### src/rtl/imem_pkg.sv
// Shared definitions for the instruction-memory load arbiter: FSM encoding,
// the default load terminator and the NOP returned while the CPU is stalled.
package imem_pkg;

   typedef enum logic [1:0] {
      ST_IDLE  = 2'd0,
      ST_LOAD  = 2'd1,
      ST_WRITE = 2'd2,
      ST_DONE  = 2'd3
   } state_e;

   localparam logic [31:0] HALT_WORD_DEFAULT = 32'hFFFF_FFFF;
   localparam logic [31:0] NOP_INSTR         = 32'h0000_0000;

   function automatic logic is_busy(input state_e s);
      return (s == ST_LOAD) || (s == ST_WRITE);
   endfunction

endpackage

### src/rtl/imem_load_arbiter_if.sv
// Bus bundle between the load arbiter, the UART receiver, the CPU fetch port
// and the external instruction RAM.
interface imem_load_arbiter_if #(
   parameter int ADDR_WIDTH = 12,
   parameter int DATA_WIDTH = 8
);
   logic                      i_load_start;
   logic [DATA_WIDTH-1:0]     i_rx_byte;
   logic                      i_rx_valid;
   logic [ADDR_WIDTH-1:0]     i_cpu_addr;
   logic [DATA_WIDTH*4-1:0]   o_cpu_instr;
   logic                      o_cpu_stall;
   logic                      o_ram_we;
   logic [ADDR_WIDTH-1:0]     o_ram_addr;
   logic [DATA_WIDTH*4-1:0]   o_ram_wdata;
   logic [DATA_WIDTH*4-1:0]   i_ram_rdata;
   logic                      o_busy;
   logic                      o_load_done;
   logic [ADDR_WIDTH-2:0]     o_word_count;

   modport slave (
      input  i_load_start, i_rx_byte, i_rx_valid, i_cpu_addr, i_ram_rdata,
      output o_cpu_instr, o_cpu_stall, o_ram_we, o_ram_addr, o_ram_wdata,
             o_busy, o_load_done, o_word_count
   );

   modport master (
      output i_load_start, i_rx_byte, i_rx_valid, i_cpu_addr, i_ram_rdata,
      input  o_cpu_instr, o_cpu_stall, o_ram_we, o_ram_addr, o_ram_wdata,
             o_busy, o_load_done, o_word_count
   );
endinterface

### src/rtl/byte_to_word_packer.sv
// Big-endian byte-to-word assembler: the first byte of a word ends up in the
// most significant lane. o_word_valid flags the cycle the fourth byte arrives.
module byte_to_word_packer #(
   parameter int DATA_WIDTH = 8
) (
   input  logic                    i_clk,
   input  logic                    i_reset,
   input  logic                    i_clear,
   input  logic [DATA_WIDTH-1:0]   i_byte,
   input  logic                    i_valid,
   output logic [DATA_WIDTH*4-1:0] o_word,
   output logic                    o_word_valid
);
   logic [DATA_WIDTH*4-1:0] shift_q, shift_d;
   logic [1:0]              idx_q, idx_d;

   always_comb begin
      shift_d = shift_q;
      idx_d   = idx_q;
      if (i_clear) begin
         shift_d = {(DATA_WIDTH*4){1'b0}};
         idx_d   = 2'd0;
      end else if (i_valid) begin
         shift_d = {shift_q[DATA_WIDTH*3-1:0], i_byte};
         idx_d   = idx_q + 2'd1;
      end else begin
         shift_d = shift_q;
         idx_d   = idx_q;
      end
   end

   always_ff @(posedge i_clk) begin
      if (i_reset) begin
         shift_q <= {(DATA_WIDTH*4){1'b0}};
         idx_q   <= 2'd0;
      end else begin
         shift_q <= shift_d;
         idx_q   <= idx_d;
      end
   end

   assign o_word       = shift_q;
   assign o_word_valid = i_valid && !i_clear && (idx_q == 2'd3);

endmodule

### src/rtl/imem_load_arbiter.sv
// Shares one instruction RAM between CPU fetches and a UART program loader;
// the CPU is stalled with NOPs while a load is writing the RAM.
module imem_load_arbiter
   import imem_pkg::*;
#(
   parameter int                      ADDR_WIDTH = 12,
   parameter int                      DATA_WIDTH = 8,
   parameter logic [DATA_WIDTH*4-1:0] HALT_WORD  = HALT_WORD_DEFAULT
) (
   input  logic                 i_clk,
   input  logic                 i_reset,
   imem_load_arbiter_if.slave   bus
);
   localparam logic [ADDR_WIDTH-1:0] LAST_ADDR = ~ADDR_WIDTH'(3);

   state_e                  state_q, state_d;
   logic [ADDR_WIDTH-1:0]   wptr_q, wptr_d;
   logic [ADDR_WIDTH-2:0]   wcnt_q, wcnt_d;
   logic                    last_word_s;
   logic                    pk_clear_s;
   logic                    pk_valid_s;
   logic                    pk_word_valid_s;
   logic [DATA_WIDTH*4-1:0] pk_word_s;

   byte_to_word_packer #(.DATA_WIDTH(DATA_WIDTH)) u_packer (
      .i_clk        (i_clk),
      .i_reset      (i_reset),
      .i_clear      (pk_clear_s),
      .i_byte       (bus.i_rx_byte),
      .i_valid      (pk_valid_s),
      .o_word       (pk_word_s),
      .o_word_valid (pk_word_valid_s)
   );

   assign last_word_s = (pk_word_s == HALT_WORD) || (wptr_q == LAST_ADDR);
   // A byte arriving in the terminating WRITE cycle must not leak into the packer.
   assign pk_valid_s  = bus.i_rx_valid &&
                        ((state_q == ST_LOAD) || ((state_q == ST_WRITE) && !last_word_s));

   always_comb begin
      state_d    = state_q;
      wptr_d     = wptr_q;
      wcnt_d     = wcnt_q;
      pk_clear_s = 1'b0;
      case (state_q)
         ST_IDLE, ST_DONE: begin
            if (bus.i_load_start) begin
               state_d    = ST_LOAD;
               wptr_d     = {ADDR_WIDTH{1'b0}};
               wcnt_d     = {(ADDR_WIDTH-1){1'b0}};
               pk_clear_s = 1'b1;
            end else begin
               state_d    = state_q;
            end
         end
         ST_LOAD: begin
            if (pk_word_valid_s) begin
               state_d = ST_WRITE;
            end else begin
               state_d = ST_LOAD;
            end
         end
         ST_WRITE: begin
            wptr_d  = wptr_q + ADDR_WIDTH'(4);
            wcnt_d  = wcnt_q + (ADDR_WIDTH-1)'(1);
            state_d = last_word_s ? ST_DONE : ST_LOAD;
         end
         default: begin
            state_d = ST_IDLE;
         end
      endcase
   end

   always_ff @(posedge i_clk) begin
      if (i_reset) begin
         state_q <= ST_IDLE;
         wptr_q  <= {ADDR_WIDTH{1'b0}};
         wcnt_q  <= {(ADDR_WIDTH-1){1'b0}};
      end else begin
         state_q <= state_d;
         wptr_q  <= wptr_d;
         wcnt_q  <= wcnt_d;
      end
   end

   assign bus.o_busy       = is_busy(state_q);
   assign bus.o_load_done  = (state_q == ST_DONE);
   assign bus.o_cpu_stall  = is_busy(state_q);
   assign bus.o_ram_we     = (state_q == ST_WRITE);
   assign bus.o_ram_addr   = is_busy(state_q) ? wptr_q : bus.i_cpu_addr;
   assign bus.o_ram_wdata  = pk_word_s;
   assign bus.o_cpu_instr  = is_busy(state_q) ? NOP_INSTR : bus.i_ram_rdata;
   assign bus.o_word_count = wcnt_q;

endmodule

### src/flat_wrapper.sv
// flat-port wrapper written by rule: the top's interface ports become plain ports
module imem_load_arbiter_flat import imem_pkg::*;
#(
   parameter int                      ADDR_WIDTH = 12,
   parameter int                      DATA_WIDTH = 8,
   parameter logic [DATA_WIDTH*4-1:0] HALT_WORD  = HALT_WORD_DEFAULT
)
  (i_clk, i_reset, bus_i_load_start, bus_i_rx_byte, bus_i_rx_valid, bus_i_cpu_addr, bus_i_ram_rdata, bus_o_cpu_instr, bus_o_cpu_stall, bus_o_ram_we, bus_o_ram_addr, bus_o_ram_wdata, bus_o_busy, bus_o_load_done, bus_o_word_count);
  imem_load_arbiter_if #(.ADDR_WIDTH(ADDR_WIDTH), .DATA_WIDTH(DATA_WIDTH)) bus_i ();
  input  logic i_clk;
  input  logic i_reset;
  input wire logic [$bits(bus_i.i_load_start)-1:0] bus_i_load_start;
  input wire logic [$bits(bus_i.i_rx_byte)-1:0] bus_i_rx_byte;
  input wire logic [$bits(bus_i.i_rx_valid)-1:0] bus_i_rx_valid;
  input wire logic [$bits(bus_i.i_cpu_addr)-1:0] bus_i_cpu_addr;
  input wire logic [$bits(bus_i.i_ram_rdata)-1:0] bus_i_ram_rdata;
  output wire logic [$bits(bus_i.o_cpu_instr)-1:0] bus_o_cpu_instr;
  output wire logic [$bits(bus_i.o_cpu_stall)-1:0] bus_o_cpu_stall;
  output wire logic [$bits(bus_i.o_ram_we)-1:0] bus_o_ram_we;
  output wire logic [$bits(bus_i.o_ram_addr)-1:0] bus_o_ram_addr;
  output wire logic [$bits(bus_i.o_ram_wdata)-1:0] bus_o_ram_wdata;
  output wire logic [$bits(bus_i.o_busy)-1:0] bus_o_busy;
  output wire logic [$bits(bus_i.o_load_done)-1:0] bus_o_load_done;
  output wire logic [$bits(bus_i.o_word_count)-1:0] bus_o_word_count;
  assign bus_i.i_load_start = bus_i_load_start;
  assign bus_i.i_rx_byte = bus_i_rx_byte;
  assign bus_i.i_rx_valid = bus_i_rx_valid;
  assign bus_i.i_cpu_addr = bus_i_cpu_addr;
  assign bus_i.i_ram_rdata = bus_i_ram_rdata;
  assign bus_o_cpu_instr = bus_i.o_cpu_instr;
  assign bus_o_cpu_stall = bus_i.o_cpu_stall;
  assign bus_o_ram_we = bus_i.o_ram_we;
  assign bus_o_ram_addr = bus_i.o_ram_addr;
  assign bus_o_ram_wdata = bus_i.o_ram_wdata;
  assign bus_o_busy = bus_i.o_busy;
  assign bus_o_load_done = bus_i.o_load_done;
  assign bus_o_word_count = bus_i.o_word_count;
  imem_load_arbiter #(.ADDR_WIDTH(ADDR_WIDTH), .DATA_WIDTH(DATA_WIDTH), .HALT_WORD(HALT_WORD)) u_core (.i_clk(i_clk), .i_reset(i_reset), .bus(bus_i));
endmodule
### config.mk
export PLATFORM = sky130hd
export DESIGN_NAME = imem_load_arbiter_flat
export DESIGN_NICKNAME = d
export VERILOG_FILES = /design/src/rtl/imem_pkg.sv /design/src/rtl/imem_load_arbiter_if.sv /design/src/rtl/byte_to_word_packer.sv /design/src/rtl/imem_load_arbiter.sv /design/src/flat_wrapper.sv
export SDC_FILE = /design/constraint.sdc
export NUM_CORES = 1
export LEC_CHECK = 0
export ABC_AREA = 1
export ABC_CLOCK_PERIOD_IN_PS = 2500
export CORE_AREA = 4 4 91 93
export CTS_CLUSTER_DIAMETER = 120
export DETAILED_ROUTE_END_ITERATION = 12
export DIE_AREA = 0 0 95 97
export PLACE_DENSITY = 0.8
export SLEW_MARGIN = 30
export SYNTH_ARGS = -nofsm -noshare
export SYNTH_HDL_FRONTEND = slang
export SYNTH_SLANG_ARGS = --single-unit
export TNS_END_PERCENT = 10
### constraint.sdc
create_clock -name i_clk -period 2.5 [get_ports i_clk]
set_input_delay 0.75 -clock i_clk [delete_from_list [all_inputs] [get_ports i_clk]]
set_output_delay 0.75 -clock i_clk [all_outputs]
set_load 0.03 [all_outputs]
# [Yosys cells after proc, flatten, opt, wreduce, memory -nomap -nowiden]
# Cells that the tools add are included.
[word_totals] ff_bits=59 in_bits=56 out_inout_bits=91 wordCells=41
[op_classes] addsub=3 n_eq_ne=7 muxes=12 reduce_logical=14
[ops] cell="$eq A32 B32 Y1 const B" n=1
[ops] cell="$mux W32" n=1
[ops] cell="$mux W12" n=2
[ops] cell="$pmux W12 S2" n=1
[ops] cell="$pmux W11 S2" n=1
[ops] cell="$add A12 B3 Y12 const B" n=1
[ops] cell="$eq A12 B12 Y1 const B" n=1
[ops] cell="$add A11 B1 Y11 const B" n=1
[ops] cell="$mux W11" n=1
[ops] cell="$eq A2 B2 Y1 const B" n=3
[ops] cell="$mux W2" n=3
[ops] cell="$pmux W2 S3" n=1
[ops] cell="$logic_and A1 B1 Y1" n=4
[ops] cell="$reduce_or A2 Y1" n=2
[ops] cell="$logic_or A1 B1 Y1" n=3
[ops] cell="$add A2 B1 Y2 const B" n=1
[ops] cell="$eq A2 B1 Y1 const B" n=1
[ops] cell="$logic_not A1 Y1" n=2
[ops] cell="$logic_not A2 Y1" n=1
[ops] cell="$mux W1" n=2
[ops] cell="$ne A2 B2 Y1 const B" n=1
[ops] cell="$reduce_and A2 Y1" n=1
[ops] cell="$reduce_bool A2 Y1" n=1

# [Logic depth before layout (Yosys ltp)]
[logic_depth] word_depth=10 depth_mapped=12 ltp_nobuf=12

# [Modules after synthesis]
# From an unflattened synthesis, not the netlist that was laid out.
[unflattened] hier_cells=500 area_unflattened_um2=3085.5
[modules_own_cells] module="imem_load_arbiter" n_inst=1 cells_each=282 area_each_um2=1646.6 seq_area_each_um2=460.4
[modules_own_cells] module="byte_to_word_packer" n_inst=1 cells_each=218 area_each_um2=1438.9 seq_area_each_um2=680.7

# [Worst setup path before layout]
# No wires, ideal clock.
[synth_path] path_kind="register to output" from="reg u_core.state_q[0]" to="out bus_o_ram_addr[11]" t_arrival_ps=1847 required_ps=1750 path_slack_ps=-97 path_stages_with_launch=6 cell_sequence="dfxtp_1 inv_1 ha_1 buf_2 clkbuf_1 o21ai_0"
[synth_via] elab_chain_cells=3 word_cells_on_any_way=4 cone_classes="2 x eq/ne; 1 x mux; 1 x reduce/logical"
[synth_rtl] element="from (decl)" line="imem_load_arbiter.sv:16" text="state_e state_q, state_d;"
[synth_rtl] element="from (signal assigned)" line="imem_load_arbiter.sv:80" text="state_q <= state_d;"
[synth_rtl] element="$eq A2 B1 Y1 / $eq A2 B2 Y1 (equally long branches)" line="imem_pkg.sv:16" text="return (s == ST_LOAD) || (s == ST_WRITE);"
[synth_rtl] element="$logic_or A1 B1 Y1 (*)" line="imem_pkg.sv:16"
[synth_rtl] element="$mux W12 (*)" line="imem_load_arbiter.sv:90" text="assign bus.o_ram_addr = is_busy(state_q) ? wptr_q : bus.i_cpu_addr;"
[synth_rtl] element="to (decl)" line="flat_wrapper.sv:20" text="output wire logic [$bits(bus_i.o_ram_addr)-1:0] bus_o_ram_addr;"
# Mark *: on every way between the ends. The rest lies on a longest branch, timed or not.

# [Worst setup path in the final report]
[layout_path] from="reg u_core.state_q[1]" to="out bus_o_cpu_stall"
[layout_via] elab_chain_cells=2 word_cells_on_any_way=3 cone_classes="2 x eq/ne; 1 x reduce/logical"
[layout_rtl] element="$eq A2 B1 Y1 / $eq A2 B2 Y1 (equally long branches)" line="imem_pkg.sv:16"
[layout_rtl] element="$logic_or A1 B1 Y1 (*)" line="imem_pkg.sv:16"
[layout_rtl] element="to (decl)" line="flat_wrapper.sv:18" text="output wire logic [$bits(bus_i.o_cpu_stall)-1:0] bus_o_cpu_stall;"
# Marked as above.

==> results.md <==
- DR vias/cell: 4.66
- Syn Inst Count: 437
- Routed wire length per instance: 12.5 um
- Final instance area: 0.00461 mm^2
- DP Area: 0.00438 mm^2
- Hold Slack: 0.466 ns
- I/O Pins: 147
- Final WS setup: 0.0548 ns
- Syn. warnings: 0
- Top delay family on crit path: buffers and inverters
- DIE AREA: 0.00922 mm^2
- GPL Wtd Cong: 0.833
- Largest net degree at the start of global routing: 57
- Slew Limit Fails: 0
- Final ANT Viol Nets: 0
- Fin cells: 690
- PortBufs: 146
- Cell variety after synth: 36
- Seq/Total Area, Yosys: 37.9%
- Share of post-route cells with drive strength above 1: 19.7%
- Count of hold-fix buffers inserted at cts: 0
- Clock Path Buffers: 2
- Initial antenna violation count: 0
- Leakage: 2.03 nW
- Drt first pass iters: 4
- Initial Utilization: 40.0%
- Via Count: 3215
- H-Tree Depth: 3
- Critical Path Stages: 3
- Outcome: finished clean
- Top_reg_cell synth: dfxtp_1
- Global Route Usage Sum: 18.4%
- P per Cell Area: 550 mW/mm^2
- CP required: 1.75 ns
- First-pass GRT wire length: 13800 um
- Row cnt: 32
- Peak VDD IR: 0.504 mV
- M3 GR Usage: 8.24%
- Crit-path cells: ha_2, inv_1, clkdlybuf4s15_1
- Fin crit period: 2.45 ns
- Final Hold Vio Count: 0
- Fin util: 61.3%
- Fmax: 409 MHz
- CTS tree: yes
- Post-layout nets: 646
- Place WS: 0.113 ns
- Drt first-iter violations: 82
- Worst-Skew Late Latency: 0.34 ns
- Chip Width: 95 um
- Final setup fails: 0
- Max Cap Viol: 0
- Met1 usage: 20.4%
- Met2 Use GR: 31.7%
- Placed cells: 673
- CTS buffer count: 9
- Crit. End Element: output pin
- RSZ-0062 raised after global routing: yes
- Remaining Overflow, GRT: 0
- Syn_nets: 500
- Crit path largest cell delay: 0.41 ns
- Register-to-Register Path Depth: 12
- RR Startpoint: u_core.state_q[1]
- Routed wire length: 8610 um
- Worst-margin pin slew: 0.358 ns
- Die Y: 97 um
- Slew Limit Headroom: 76.0%
- Setup crit start: u_core.state_q[1]
- Crit path buf inv count: 2
- Worst-path fanout max: 7
- HPWL after DPL: 6330 um
- Core Area: 0.00753 mm^2
- Async SR Flop Fraction: 0%
- HP Class: flip-flop to flip-flop
- Layout Skew: 0.00861 ns
- Post-Synthesis Cell Area: 0.00301 mm^2
- Most used routing layer: met2
- Part of the cycle the worst path needs: 97.8%
- # clock sinks: 57
- Root Driver: clkbuf_8
- FF+latch count, synth: 57
- Vias in the first global route: 3060
- Worst Hold Depth: 2
- DRC violations left: 0
- P&R area growth vs syn: 53.3%
- Critical path type: flip-flop to output pin
- # diodes: 0
- Clock transition at path regs: 0.07 ns
- HP Start: u_core.bus.o_word_count[10]
- Final TNS setup: 0 ns
- Startpoint Class: flip-flop
- Arrival time worst endpoint: 1.70 ns
- Power Total: 2.54 mW
- Synth Area per Inst: 6.89 um^2
- Post-synth EDFFs: 0
- # fillers: 712
- Worst path slowest cell: clkdlybuf4s15_1
==> cell families (layout without fill, tap and decap cells) <==
logic type,Yosys count,in the layout,share of synthesized area (%)
adder cells (fa/ha/maj),7,7,2.91
AND/OR/NAND/NOR,225,225,33.5
flip-flops,57,57,37.9
XOR/XNOR,1,1,0.291
AO/OA/AOI/OAI,67,67,12.6
buffers and inverters,80,231,12.8
==> final timing paths <==
path | endpoint | slack [ns]
worst max-delay path | bus_o_cpu_stall | 0.05
worst min-delay path | u_core.bus.o_word_count[10] | 0.47
worst max register to register | u_core.bus.o_word_count[10] | 0.53
worst min register to register | u_core.bus.o_word_count[10] | 0.47
==> metal layers <==
layer | vias to the layer above | share of wire [%]
met4 | 0 | 0.88
met3 | 9 | 9.0
li1 | 1644 | -
met2 | 107 | 49
met1 | 1455 | 41
met5 | - | 0
==> layout by cell type, fill, tap and decap left out, types with 2 or more instances in the layout <==
cell             instances
nor3_2                   2
nand2_2                  2
ha_1                     6
inv_2                    3
a211oi_1                 2
o21ai_1                 12
buf_4                   48
dfxtp_1                 57
clkinvlp_4               3
nor3_1                   8
clkdlybuf4s50_1        100
a21oi_1                 16
nor2_2                  30
inv_1                   58
nand3_1                 11
a21oi_2                  2
nand2_1                101
nand2_4                  2
nor2_1                  64
clkinv_2                 2
clkbuf_8                 9
o21ai_0                 30
==> power by group <==
part / leakage [nW] / internal [mW] / switching [mW]
clock network: 0.0912 / 0.457 / 0.381
registers: 0.462 / 0.938 / 0.0309
logic: 1.48 / 0.300 / 0.433
==> tightest hold or removal path: stages (launching register included) <==
cell and delay, ns:
dfxtp_1 0.32, inv_1 0.05, a21oi_1 0.05
==> synth_stat cells (4+ instances only) <==
cell / n / area share, %
o21ai_1: 12 / 2.0
a21oi_1: 16 / 2.7
nand3_1: 11 / 1.8
nor2_2: 30 / 6.2
nor2_1: 64 / 8.0
nand2_1: 101 / 13
nor3_1: 8 / 1.3
dfxtp_1: 57 / 38
inv_1: 58 / 7.2
o21ai_0: 30 / 5.0
buf_1: 4 / 0.50
ha_1: 7 / 2.9
==> repair_timing <==
item / CTS / global route
gates resized for setup: 4 / 5
gates cloned: 0 / 1
setup endpoints to repair: 46 / 40
setup buffers: 0 / 0
==> final cells by class <==
cell class	instances	area (um^2)	share of cell area [%]
clock inverter	7	71.3	1.55
tap	102	128	2.77
sequential	57	1140	24.7
multi-input combinational	300	1490	32.2
timing repair buffer	152	1420	30.8
inverter	63	244	5.29
clock buffer	9	124	2.68
==> state kept, by name, indices dropped and copies added (netlist names) <==
signal                   cells
u_core.u_packer.idx_q        2
u_core.wptr_q               10
u_core.u_packer.o_word      32
u_core.bus.o_word_count     11
u_core.state_q               2
Power figures use the tool's default switching activity.
